`config.mk`:
```
export PLATFORM = sky130hd
export DESIGN_NAME = mem_port_arbiter_flat
export DESIGN_NICKNAME = d
export VERILOG_FILES = /design/src/rtl/acc_mem_pkg.sv /design/src/rtl/mem_port_arbiter_if.sv /design/src/rtl/rr_arbiter.sv /design/src/rtl/mem_port_arbiter.sv /design/src/flat_wrapper.sv
export SDC_FILE = /design/constraint.sdc
export NUM_CORES = 1
export LEC_CHECK = 0
export ABC_AREA = 1
export CORE_AREA = 2 2 101 103
export CTS_CLUSTER_SIZE = 12
export DETAILED_ROUTE_END_ITERATION = 10
export DIE_AREA = 0 0 103 105
export MAX_ROUTING_LAYER = met4
export PLACE_DENSITY = 0.67
export SLEW_MARGIN = 25
export SYNTH_ARGS = -nofsm -noshare
export SYNTH_HDL_FRONTEND = slang
export SYNTH_SLANG_ARGS = --single-unit
```
`constraint.sdc`:
```
create_clock -name clk -period 4.3 [get_ports clk]
set_input_delay 0.43 -clock clk [delete_from_list [all_inputs] [get_ports clk]]
set_output_delay 0.43 -clock clk [all_outputs]
set_load 0.005 [all_outputs]
```
`src/rtl/acc_mem_pkg.sv`:
```
// Shared types and constants for the accelerator SRAM port arbiter.
// Pure declarations: no latency, no flow control.
// Pipeline slot ids are ID_W bits wide, so up to four requesters fit.
package acc_mem_pkg;

    localparam int MEM_ADDR_W = 12;
    localparam int MEM_DATA_W = 32;

    localparam int PORT_WB   = 0;
    localparam int PORT_IO   = 1;
    localparam int PORT_CORE = 2;

    localparam int ID_W = 2;

    // One stage of the read-return pipeline: live flag plus the port to answer.
    typedef struct packed {
        logic            vld;
        logic [ID_W-1:0] id;
    } rd_slot_t;

endpackage

```
`src/rtl/mem_port_arbiter_if.sv`:
```
// Requester-side bundle of the SRAM port arbiter: per-port request lanes and the response broadcast.
// No storage: latency is set by the arbiter, and requests wait on req_rdy.
// Responses cannot be refused, so requesters must always accept resp_vld.
interface mem_port_arbiter_if #(
    parameter int NUM_REQ = 3,
    parameter int ADDR_W  = 12,
    parameter int DATA_W  = 32
);

    logic [NUM_REQ-1:0]        req_vld;
    logic [NUM_REQ-1:0]        req_rdy;
    logic [NUM_REQ-1:0]        req_we;
    logic [NUM_REQ*ADDR_W-1:0] req_addr;
    logic [NUM_REQ*DATA_W-1:0] req_wdata;
    logic [NUM_REQ-1:0]        resp_vld;
    logic [DATA_W-1:0]         resp_rdata;

    modport master (
        output req_vld,
        output req_we,
        output req_addr,
        output req_wdata,
        input  req_rdy,
        input  resp_vld,
        input  resp_rdata
    );

    modport slave (
        input  req_vld,
        input  req_we,
        input  req_addr,
        input  req_wdata,
        output req_rdy,
        output resp_vld,
        output resp_rdata
    );

endinterface

```
`src/rtl/rr_arbiter.sv`:
```
// Round-robin picker: grants the first request at or above ptr, wrapping modulo N.
// Latency: purely combinational, the grant follows req and ptr in the same cycle.
// Backpressure: none; gnt is one-hot when any req is set, otherwise zero.
module rr_arbiter #(
    parameter int N     = 3,
    parameter int PTR_W = 2
) (
    input  logic [N-1:0]     req,
    input  logic [PTR_W-1:0] ptr,
    output logic [N-1:0]     gnt
);

    logic [PTR_W-1:0] idx;

    // Scan from the farthest offset down, so the nearest hit to ptr wins.
    always_comb begin
        gnt = '0;
        idx = '0;
        for (int k = N - 1; k >= 0; k--) begin
            idx = PTR_W'((int'(ptr) + k) % N);
            if (req[idx]) begin
                gnt      = '0;
                gnt[idx] = 1'b1;
            end
        end
    end

endmodule

```
`src/rtl/mem_port_arbiter.sv`:
```
// Shares one single-port SRAM among NUM_REQ requesters; round-robin, or WB_PORT first in debug mode.
// Latency: grant and SRAM drive in the accepting cycle; read data comes back READ_LATENCY cycles later.
// Backpressure: req_rdy stays low while a port loses arbitration or arb_en=0; responses cannot be stalled.
module mem_port_arbiter
    import acc_mem_pkg::*;
#(
    parameter int NUM_REQ      = 3,
    parameter int WB_PORT      = PORT_WB,
    parameter int ADDR_W       = MEM_ADDR_W,
    parameter int DATA_W       = MEM_DATA_W,
    parameter int READ_LATENCY = 1
) (
    input  logic              clk,
    input  logic              rst_n,
    input  logic              prio_mode,
    input  logic              arb_en,
    mem_port_arbiter_if.slave bus,
    output logic              mem_csb,
    output logic              mem_web,
    output logic [ADDR_W-1:0] mem_addr,
    output logic [DATA_W-1:0] mem_wdata,
    input  logic [DATA_W-1:0] mem_rdata,
    output logic              busy
);

    localparam int PTR_W = ID_W;
    localparam logic [PTR_W-1:0] LAST_IDX = PTR_W'(NUM_REQ - 1);

    logic [PTR_W-1:0]   rr_ptr;
    logic [PTR_W-1:0]   next_ptr;
    logic [PTR_W-1:0]   gnt_idx;
    logic [NUM_REQ-1:0] rr_gnt;
    logic [NUM_REQ-1:0] gnt;
    logic               xfer;
    logic               rd_xfer;
    logic               any_vld;
    rd_slot_t           new_slot;
    rd_slot_t           pipe [READ_LATENCY];
    rd_slot_t           pipe_out;

    rr_arbiter #(
        .N     (NUM_REQ),
        .PTR_W (PTR_W)
    ) u_rr_arbiter (
        .req (bus.req_vld),
        .ptr (rr_ptr),
        .gnt (rr_gnt)
    );

    // Debug priority overrides the rotation but never grants a port that is not asking.
    always_comb begin
        gnt = '0;
        if (rst_n && arb_en) begin
            if (prio_mode && bus.req_vld[WB_PORT]) begin
                gnt[WB_PORT] = 1'b1;
            end else begin
                gnt = rr_gnt;
            end
        end
    end

    assign bus.req_rdy = gnt;
    assign xfer        = |gnt;

    always_comb begin
        gnt_idx = '0;
        for (int i = 0; i < NUM_REQ; i++) begin
            if (gnt[i]) begin
                gnt_idx = PTR_W'(i);
            end
        end
    end

    assign next_ptr = (gnt_idx == LAST_IDX) ? '0 : gnt_idx + PTR_W'(1);
    assign rd_xfer  = xfer & ~bus.req_we[gnt_idx];

    always_comb begin
        mem_csb   = 1'b1;
        mem_web   = 1'b1;
        mem_addr  = '0;
        mem_wdata = '0;
        if (xfer) begin
            mem_csb   = 1'b0;
            mem_web   = ~bus.req_we[gnt_idx];
            mem_addr  = bus.req_addr[gnt_idx*ADDR_W +: ADDR_W];
            mem_wdata = bus.req_wdata[gnt_idx*DATA_W +: DATA_W];
        end
    end

    always_comb begin
        new_slot.vld = rd_xfer;
        new_slot.id  = gnt_idx;
    end

    // The pipeline keeps shifting while arb_en=0 so in-flight reads still land.
    always_ff @(posedge clk) begin
        if (!rst_n) begin
            rr_ptr <= '0;
            for (int i = 0; i < READ_LATENCY; i++) begin
                pipe[i] <= '0;
            end
        end else begin
            pipe[0] <= new_slot;
            for (int i = 1; i < READ_LATENCY; i++) begin
                pipe[i] <= pipe[i-1];
            end
            if (xfer) begin
                rr_ptr <= next_ptr;
            end
        end
    end

    assign pipe_out = pipe[READ_LATENCY-1];

    always_comb begin
        any_vld = 1'b0;
        for (int i = 0; i < READ_LATENCY; i++) begin
            any_vld = any_vld | pipe[i].vld;
        end
    end

    // Reset squashes a response that would otherwise surface during the reset cycle.
    always_comb begin
        bus.resp_vld = '0;
        if (rst_n && pipe_out.vld) begin
            bus.resp_vld[pipe_out.id] = 1'b1;
        end
    end

    assign bus.resp_rdata = mem_rdata;
    assign busy           = rst_n & any_vld;

endmodule

```
`src/flat_wrapper.sv`:
```
// flat-port wrapper written by rule: the top's interface ports become plain ports
module mem_port_arbiter_flat import acc_mem_pkg::*;
#(
    parameter int NUM_REQ      = 3,
    parameter int WB_PORT      = PORT_WB,
    parameter int ADDR_W       = MEM_ADDR_W,
    parameter int DATA_W       = MEM_DATA_W,
    parameter int READ_LATENCY = 1
)
  (clk, rst_n, prio_mode, arb_en, mem_csb, mem_web, mem_addr, mem_wdata, mem_rdata, busy, bus_req_vld, bus_req_we, bus_req_addr, bus_req_wdata, bus_req_rdy, bus_resp_vld, bus_resp_rdata);
  mem_port_arbiter_if #(.NUM_REQ(NUM_REQ), .ADDR_W(ADDR_W), .DATA_W(DATA_W)) bus_i ();
  input  logic clk;
  input  logic rst_n;
  input  logic prio_mode;
  input  logic arb_en;
  output logic mem_csb;
  output logic mem_web;
  output logic [ADDR_W-1:0] mem_addr;
  output logic [DATA_W-1:0] mem_wdata;
  input  logic [DATA_W-1:0] mem_rdata;
  output logic busy;
  input wire logic [$bits(bus_i.req_vld)-1:0] bus_req_vld;
  input wire logic [$bits(bus_i.req_we)-1:0] bus_req_we;
  input wire logic [$bits(bus_i.req_addr)-1:0] bus_req_addr;
  input wire logic [$bits(bus_i.req_wdata)-1:0] bus_req_wdata;
  output wire logic [$bits(bus_i.req_rdy)-1:0] bus_req_rdy;
  output wire logic [$bits(bus_i.resp_vld)-1:0] bus_resp_vld;
  output wire logic [$bits(bus_i.resp_rdata)-1:0] bus_resp_rdata;
  assign bus_i.req_vld = bus_req_vld;
  assign bus_i.req_we = bus_req_we;
  assign bus_i.req_addr = bus_req_addr;
  assign bus_i.req_wdata = bus_req_wdata;
  assign bus_req_rdy = bus_i.req_rdy;
  assign bus_resp_vld = bus_i.resp_vld;
  assign bus_resp_rdata = bus_i.resp_rdata;
  mem_port_arbiter #(.NUM_REQ(NUM_REQ), .WB_PORT(WB_PORT), .ADDR_W(ADDR_W), .DATA_W(DATA_W), .READ_LATENCY(READ_LATENCY)) u_core (.clk(clk), .rst_n(rst_n), .prio_mode(prio_mode), .arb_en(arb_en), .bus(bus_i), .mem_csb(mem_csb), .mem_web(mem_web), .mem_addr(mem_addr), .mem_wdata(mem_wdata), .mem_rdata(mem_rdata), .busy(busy));
endmodule
```
# Word-level counts from Yosys, hierarchy flattened
# Memory sizes are Yosys's and may differ from the RTL's.
# Index checks and enable logic that the tools add are counted.
[word_totals]
regBits = 2
latchBits = 0
ram_bits = 3
rom_bits = 0
input_bits = 174
output_inout_bits = 85
wordCells = 67
mem_count = 1
[op_classes]
add_sub_neg = 3
n_mul = 1
div_mod_pow = 3
order_cmp = 9
n_eq_ne = 1
shift = 2
muxes = 34
bitwise = 3
reduce_logical = 9
[mem_list]
columns = ["name", "depth", "word_bits", "read_ports", "rd_clocked_by_memory_dff", "write_ports", "line_no", "source"]
rows = [
  ["u_core.pipe", 1, 3, 1, 0, 1, "mem_port_arbiter.sv:38", "rd_slot_t pipe [READ_LATENCY];"],
]
[ops]
columns = ["cell", "n"]
rows = [
  ["96-bit by 8-bit indexed part select with 32-bit output", 1],
  ["32-bit by 3-bit modulo with 32-bit output (second input constant)", 2],
  ["36-bit by 7-bit indexed part select with 12-bit output", 1],
  ["3-bit by 3-bit modulo with 32-bit output (second input constant)", 1],
  ["32-bit 2-to-1 mux", 1],
  ["3-bit 2-to-1 mux", 6],
  ["2-bit by 3-bit less-than comparator with 1-bit output (second input constant)", 5],
  ["1-bit 2-to-1 mux", 15],
  ["12-bit 2-to-1 mux", 1],
  ["1-bit binary-select mux with 2-bit select", 4],
  ["1-bit demux with 2-bit select", 4],
  ["2-bit by 1-bit greater-or-equal comparator with 1-bit output (second input constant)", 4],
  ["1-bit logical AND", 7],
  ["2-bit 2-to-1 mux", 3],
  ["3-bit OR reduction", 2],
  ["2-bit by 2-bit multiplier with 4-bit output (second input constant)", 1],
  ["2-bit by 1-bit adder with 3-bit output (second input constant)", 1],
  ["2-bit by 2-bit adder with 3-bit output (second input constant)", 1],
  ["2-bit by 1-bit adder with 2-bit output (second input constant)", 1],
  ["1-bit bitwise AND", 2],
  ["2-bit equality test (second input constant)", 1],
  ["1-bit NOT", 1],
]

# Depth between registers and ports, before layout
[depth]
depth_word = 18
depth_mapped = 16
depth_no_buf = 15

# Hierarchy
# A second synthesis with hierarchy kept.
[unflattened]
cells_unflattened = 444
area_unflattened_um2 = 2343.5
[by_module_without_submodules]
columns = ["module", "n_inst", "cells_each", "area_per_inst_um2", "seq_area_each_um2"]
rows = [
  ["mem_port_arbiter", 1, 398, 2097.0, 100.1],
  ["rr_arbiter", 1, 46, 246.5, 0.0],
]

# Worst setup path after synthesis
# No wires, ideal clock.
[synth_timing]
kind = "flip-flop to output port"
from = "reg u_core.rr_ptr[0]"
to = "out mem_addr[6]"
arrival_ps = 1899
t_required_ps = 3870
path_slack_ps = 1971
path_stages_with_launch = 14
path_buffers = 2
path_cell_list = "dfxtp_1 > inv_1 > ha_1 > inv_2 > nand2_1 > a21oi_1 > nand2_1 > a21oi_4 > nor2_1 > buf_4 > buf_6 > nand2_1 > nand3_1 > nor2_1"
[synth_via]
elab_chain_cells = 16
word_cells_on_any_way = 38
cone_classes = "add/sub: 2; mul: 1; div: 3; order compare: 6; shift: 1; mux: 21; reduce/logical: 4"
[synth_lines]
columns = ["item", "line_no", "source"]
rows = [
  ["start: declaration", "mem_port_arbiter.sv:29", "logic [PTR_W-1:0] rr_ptr;"],
  ["start signal: assignment", "mem_port_arbiter.sv:108", "rr_ptr <= next_ptr;"],
  ["2-bit by 2-bit adder with 3-bit output", "rr_arbiter.sv:20", "idx = PTR_W'((int'(ptr) + k) % N);"],
  ["32-bit by 3-bit modulo with 32-bit output", "rr_arbiter.sv:20", ""],
  ["2-bit by 3-bit less-than comparator with 1-bit output (not written as such) / 2-bit by 1-bit greater-or-equal comparator with 1-bit output (equally long branches)", "rr_arbiter.sv:23", "gnt[idx] = 1'b1;"],
  ["1-bit logical AND (not written as such)", "rr_arbiter.sv:23", ""],
  ["1-bit 2-to-1 mux (not written as such)", "rr_arbiter.sv:23", ""],
  ["1-bit demux with 2-bit select", "rr_arbiter.sv:23", ""],
  ["3-bit 2-to-1 mux (2 in series)", "rr_arbiter.sv:21", "if (req[idx]) begin"],
  ["3-bit 2-to-1 mux *", "rr_arbiter.sv:21", ""],
  ["2-bit 2-to-1 mux", "mem_port_arbiter.sv:54", "if (prio_mode && bus.req_vld[WB_PORT]) begin"],
  ["3-bit 2-to-1 mux *", "mem_port_arbiter.sv:53", "if (rst_n && arb_en) begin"],
  ["1-bit 2-to-1 mux", "mem_port_arbiter.sv:68", "if (gnt[i]) begin"],
  ["2-bit 2-to-1 mux", "mem_port_arbiter.sv:68", ""],
  ["2-bit by 2-bit multiplier with 4-bit output", "mem_port_arbiter.sv:85", "mem_addr = bus.req_addr[gnt_idx*ADDR_W +: ADDR_W];"],
  ["36-bit by 7-bit indexed part select with 12-bit output", "mem_port_arbiter.sv:85", ""],
  ["12-bit 2-to-1 mux *", "mem_port_arbiter.sv:82", "if (xfer) begin"],
  ["end: declaration", "flat_wrapper.sv:18", "output logic [ADDR_W-1:0] mem_addr;"],
]
# Every way passes the cells marked *; elsewhere a longest branch is shown, timed or not. The select of a mux whose other input is x is not followed.

# Worst setup path in the final report
[layout_timing]
from = "reg u_core.rr_ptr[0]"
to = "out mem_wdata[20]"
[layout_via]
elab_chain_cells = 15
word_cells_on_any_way = 37
cone_classes = "add/sub: 2; div: 3; order compare: 6; shift: 1; mux: 21; reduce/logical: 4"
[layout_lines]
columns = ["item", "line_no", "source"]
rows = [
  ["2-bit by 2-bit adder with 3-bit output", "rr_arbiter.sv:20", ""],
  ["32-bit by 3-bit modulo with 32-bit output", "rr_arbiter.sv:20", ""],
  ["2-bit by 3-bit less-than comparator with 1-bit output (not written as such) / 2-bit by 1-bit greater-or-equal comparator with 1-bit output (equally long branches)", "rr_arbiter.sv:23", ""],
  ["1-bit logical AND (not written as such)", "rr_arbiter.sv:23", ""],
  ["1-bit 2-to-1 mux (not written as such)", "rr_arbiter.sv:23", ""],
  ["1-bit demux with 2-bit select", "rr_arbiter.sv:23", ""],
  ["3-bit 2-to-1 mux (2 in series)", "rr_arbiter.sv:21", ""],
  ["3-bit 2-to-1 mux *", "rr_arbiter.sv:21", ""],
  ["2-bit 2-to-1 mux", "mem_port_arbiter.sv:54", ""],
  ["3-bit 2-to-1 mux *", "mem_port_arbiter.sv:53", ""],
  ["1-bit 2-to-1 mux", "mem_port_arbiter.sv:68", ""],
  ["2-bit 2-to-1 mux", "mem_port_arbiter.sv:68", ""],
  ["96-bit by 8-bit indexed part select with 32-bit output", "mem_port_arbiter.sv:86", "mem_wdata = bus.req_wdata[gnt_idx*DATA_W +: DATA_W];"],
  ["32-bit 2-to-1 mux *", "mem_port_arbiter.sv:82", ""],
  ["end: declaration", "flat_wrapper.sv:19", "output logic [DATA_W-1:0] mem_wdata;"],
]
# Marks and branches as above.

==> metrics.csv <==
stage,metric,value,unit
synth,synth_area_per_cell,4.93,um2
cells_and_area,fin_util,39.0,%
sta,hold_violations,0,
drt,firstDrtPassIters,4,
placed_design,hpwl,6810,um
die,dieArea,0.0108,mm2
synth,ys_ff_latch,5,
setup_path,path_max_fanout,17,
drt,drc_errors,0,
cts,post_cts_buffers,0,
sta,timing.hold.ws,0.534,ns
synth,synth_compound_area_share,4.31,%
die,num_rows,36,
cts,cts_resized,0,
cells_and_area,layout.nets,719,
setup_path,path_class,flop to output port,
die,core_area,0.00964,mm2
setup_path,cp.required,3.87,ns
die,die_height,105,um
die,die_w,103,um
setup_path,crit_arrival,3.20,ns
sta,setup_violations,0,
cts,clock_sinks,5,
pwr,p_clk_share,15.9,%
synth,async_reset_ff_share,0,%
status,status,completed,
cts,cts_buffers,3,
pwr,p_comb_share,74.4,%
synth,synth_top_family_by_area,simple AND/OR/NAND/NOR gates,
pwr,switching_share,34.5,%
sta,min_period_over_period,84.5,%
setup_path,worstPathCellList,"inv_1, ha_1, inv_2, nand2_1, a21oi_1, nand2_1, a21oi_4, a21oi_4, nand2_2, inv_2, nor2_1, clkdlybuf4s50_1",
synth,syn-num-nets,566,
cells_and_area,diodes,0,
synth,ys.flop_type,dfxtp_1,
synth,synth_mux_area_share,0,%
sta,rsz0062_at_grt,no,
sta,fin_ws,0.667,ns
setup_path,slowest_delay,0.52,ns
cells_and_area,layout-drive-gt1-share,3.89,%
cells_and_area,final_common_cell,clkdlybuf4s50_1,
global_route,antenna_found_initial,0,
pwr,power.leakage,1.76,nW
min_path,hold_class,flop to flop,
sta,finClkSkew,0.000251,ns
synth,ys_types,23,
cts,insertion_delay,0.22,ns
global_route,grt_max_degree,27,
pwr,seq_power_share,9.7,%
drt,vias_per_cell,4.21,
global_route,grt_pass1_wl,12400,um
cts,root_buffer,clkbuf_8,
sta,period_needed,3.63,ns
pwr,internal_power,0.352,mW
sta,relSlewSlack,62.7,%
synth,synth_edf_count,0,
setup_path,crit_path_top_delay_cell,clkdlybuf4s50_1,
synth,synth_area,0.00191,mm2
placed_design,place_ws,0.808,ns
global_route,grt_pass1_vias,2699,
cts,cts_hold_buf,0,
pwr,powerDensity,143,mW/mm2
pwr,ir_drop,0.0000568,V
drt,drt-wirelength-per-cell,12.4,um
sta,slew_viol_final,0,
cells_and_area,syn_to_final_growth,96.4,%
die,ios,259,
die,initial_core_util,19.9,%
cts,clkTransAtPathRegs,0.03,ns
drt,vias,2831,
setup_path,cp-end-kind,output port,
synth,synth-xor-area-share,0,%
synth,synthCells,388,
placed_design,gp_congestion,0.896,
cells_and_area,layout_common_cells,"clkdlybuf4s50_1 (194), nand2_1 (147), nand3_1 (68)",
global_route,grt_overflow_total,0,
setup_path,start_kind,flop,
global_route,grt_use_total,14.5,%
synth,seq_area_frac_synth,5.23,%
synth,synthAdderAreaFrac,2.61,%
run,maxCapViolations,0,
cells_and_area,fillers,1042,
drt,routed_wl,8320,um
cts,cts_max_level,1,
sta,setup_tns,0,ns
synth,synth-simple-area-share,56.4,%
placed_design,port_buffers,194,
cts,clk_path_buf_depth,2,
drt,ant_nets,0,
sta,worstMarginPinSlew,0.559,ns
cts,cts_tree,yes,
drt,drtIter0Drc,107,
synth,yosys_warnings,0,
sta,max_clock_freq,275,MHz
pwr,p_switching,0.185,mW
-- routing by layer --
layer	vias up	global-route usage [%]	wire, um
met4	0	5.55	264
met5	-	-	0
met3	32	2.14	643
met2	131	27.3	4320
li1	1445	-	-
met1	1223	14.8	3090
-- worst max-delay path: cells and delay by family (launching register included) --
family | cells | cell delay, ns
flip-flops | 1 | 0.35
adder cells (fa/ha/maj) | 1 | 0.38
buffers and inverters | 4 | 0.96
AND/OR/NAND/NOR | 4 | 0.66
AO/OA/AOI/OAI | 3 | 0.62
-- cell usage after synthesis (2+ instances only) --
cell / number / area (um2)
or2_2: 5 / 31.3
a21oi_1: 5 / 25.0
dfxtp_1: 5 / 100
inv_2: 5 / 18.8
nand2_1: 147 / 552
buf_4: 38 / 285
nand3_1: 68 / 340
buf_2: 4 / 20.0
buf_6: 4 / 45.0
nor3_1: 2 / 10.0
ha_1: 4 / 50.1
inv_1: 58 / 218
or2_1: 9 / 56.3
nor2_1: 19 / 71.3
clkbuf_1: 4 / 15.0
o21ai_0: 4 / 20.0
-- registers in the layout, indices dropped and copies added (netlist names) --
name and cells:
u_core.pipe 3, u_core.rr_ptr 2
-- path summary, 6_finish.rpt --
kind	start	endpoint	slack, ns	cells past startpoint
setup reg to reg	u_core.rr_ptr[0]$_SDFFE_PN0P_	u_core.pipe[0][2]$_SDFF_PN0_	1.69	11
hold reg to reg	u_core.rr_ptr[0]$_SDFFE_PN0P_	u_core.rr_ptr[0]$_SDFFE_PN0P_	0.53	2
hold / removal	u_core.rr_ptr[0]$_SDFFE_PN0P_	u_core.rr_ptr[0]$_SDFFE_PN0P_	0.53	2
setup / recovery	u_core.rr_ptr[0]$_SDFFE_PN0P_	mem_wdata[20]	0.67	12
-- cell type report --
cell class              count  area, um2  share of cell area, %
well taps                 133        166                   4.43
multi-input cells         270       1230                   32.6
inverters                  63        236                   6.29
repair buffers            198       1980                   52.8
flip-flops and latches      5        100                   2.66
clock buffers               4       45.0                   1.20
-- metrics by stage --
stage | std cells | total power [mW] | area (um2)
after detailed placement | 669 | 0.453 | 3710
after CTS | 673 | 0.543 | 3760
after global placement | 669 | 0.449 | 3710
after global routing | 673 | 0.581 | 3760
after floorplan | 388 | 0.229 | 1910
final | 673 | 0.537 | 3760
-- kinds of logic (layout without fill, tap and decap cells) --
kind of cell               after synthesis  after routing
buffers and inverters                  113            265
DFF                                      5              5
and+or+nand+nor                        253            253
AOI/OAI and AO/OA                       13             13
adders and majority gates                4              4
-- power by group through the flow --
stage / clock network, mW / registers (mW) / logic (mW)
2_1_floorplan: 0 / 0.0523 / 0.177
3_3_place_gp: 0 / 0.0530 / 0.396
3_5_place_dp: 0 / 0.0529 / 0.400
4_1_cts: 0.0882 / 0.0522 / 0.403
5_1_grt: 0.0925 / 0.0526 / 0.436
6_report: 0.0855 / 0.0522 / 0.399
Power figures use the tool's default switching activity.
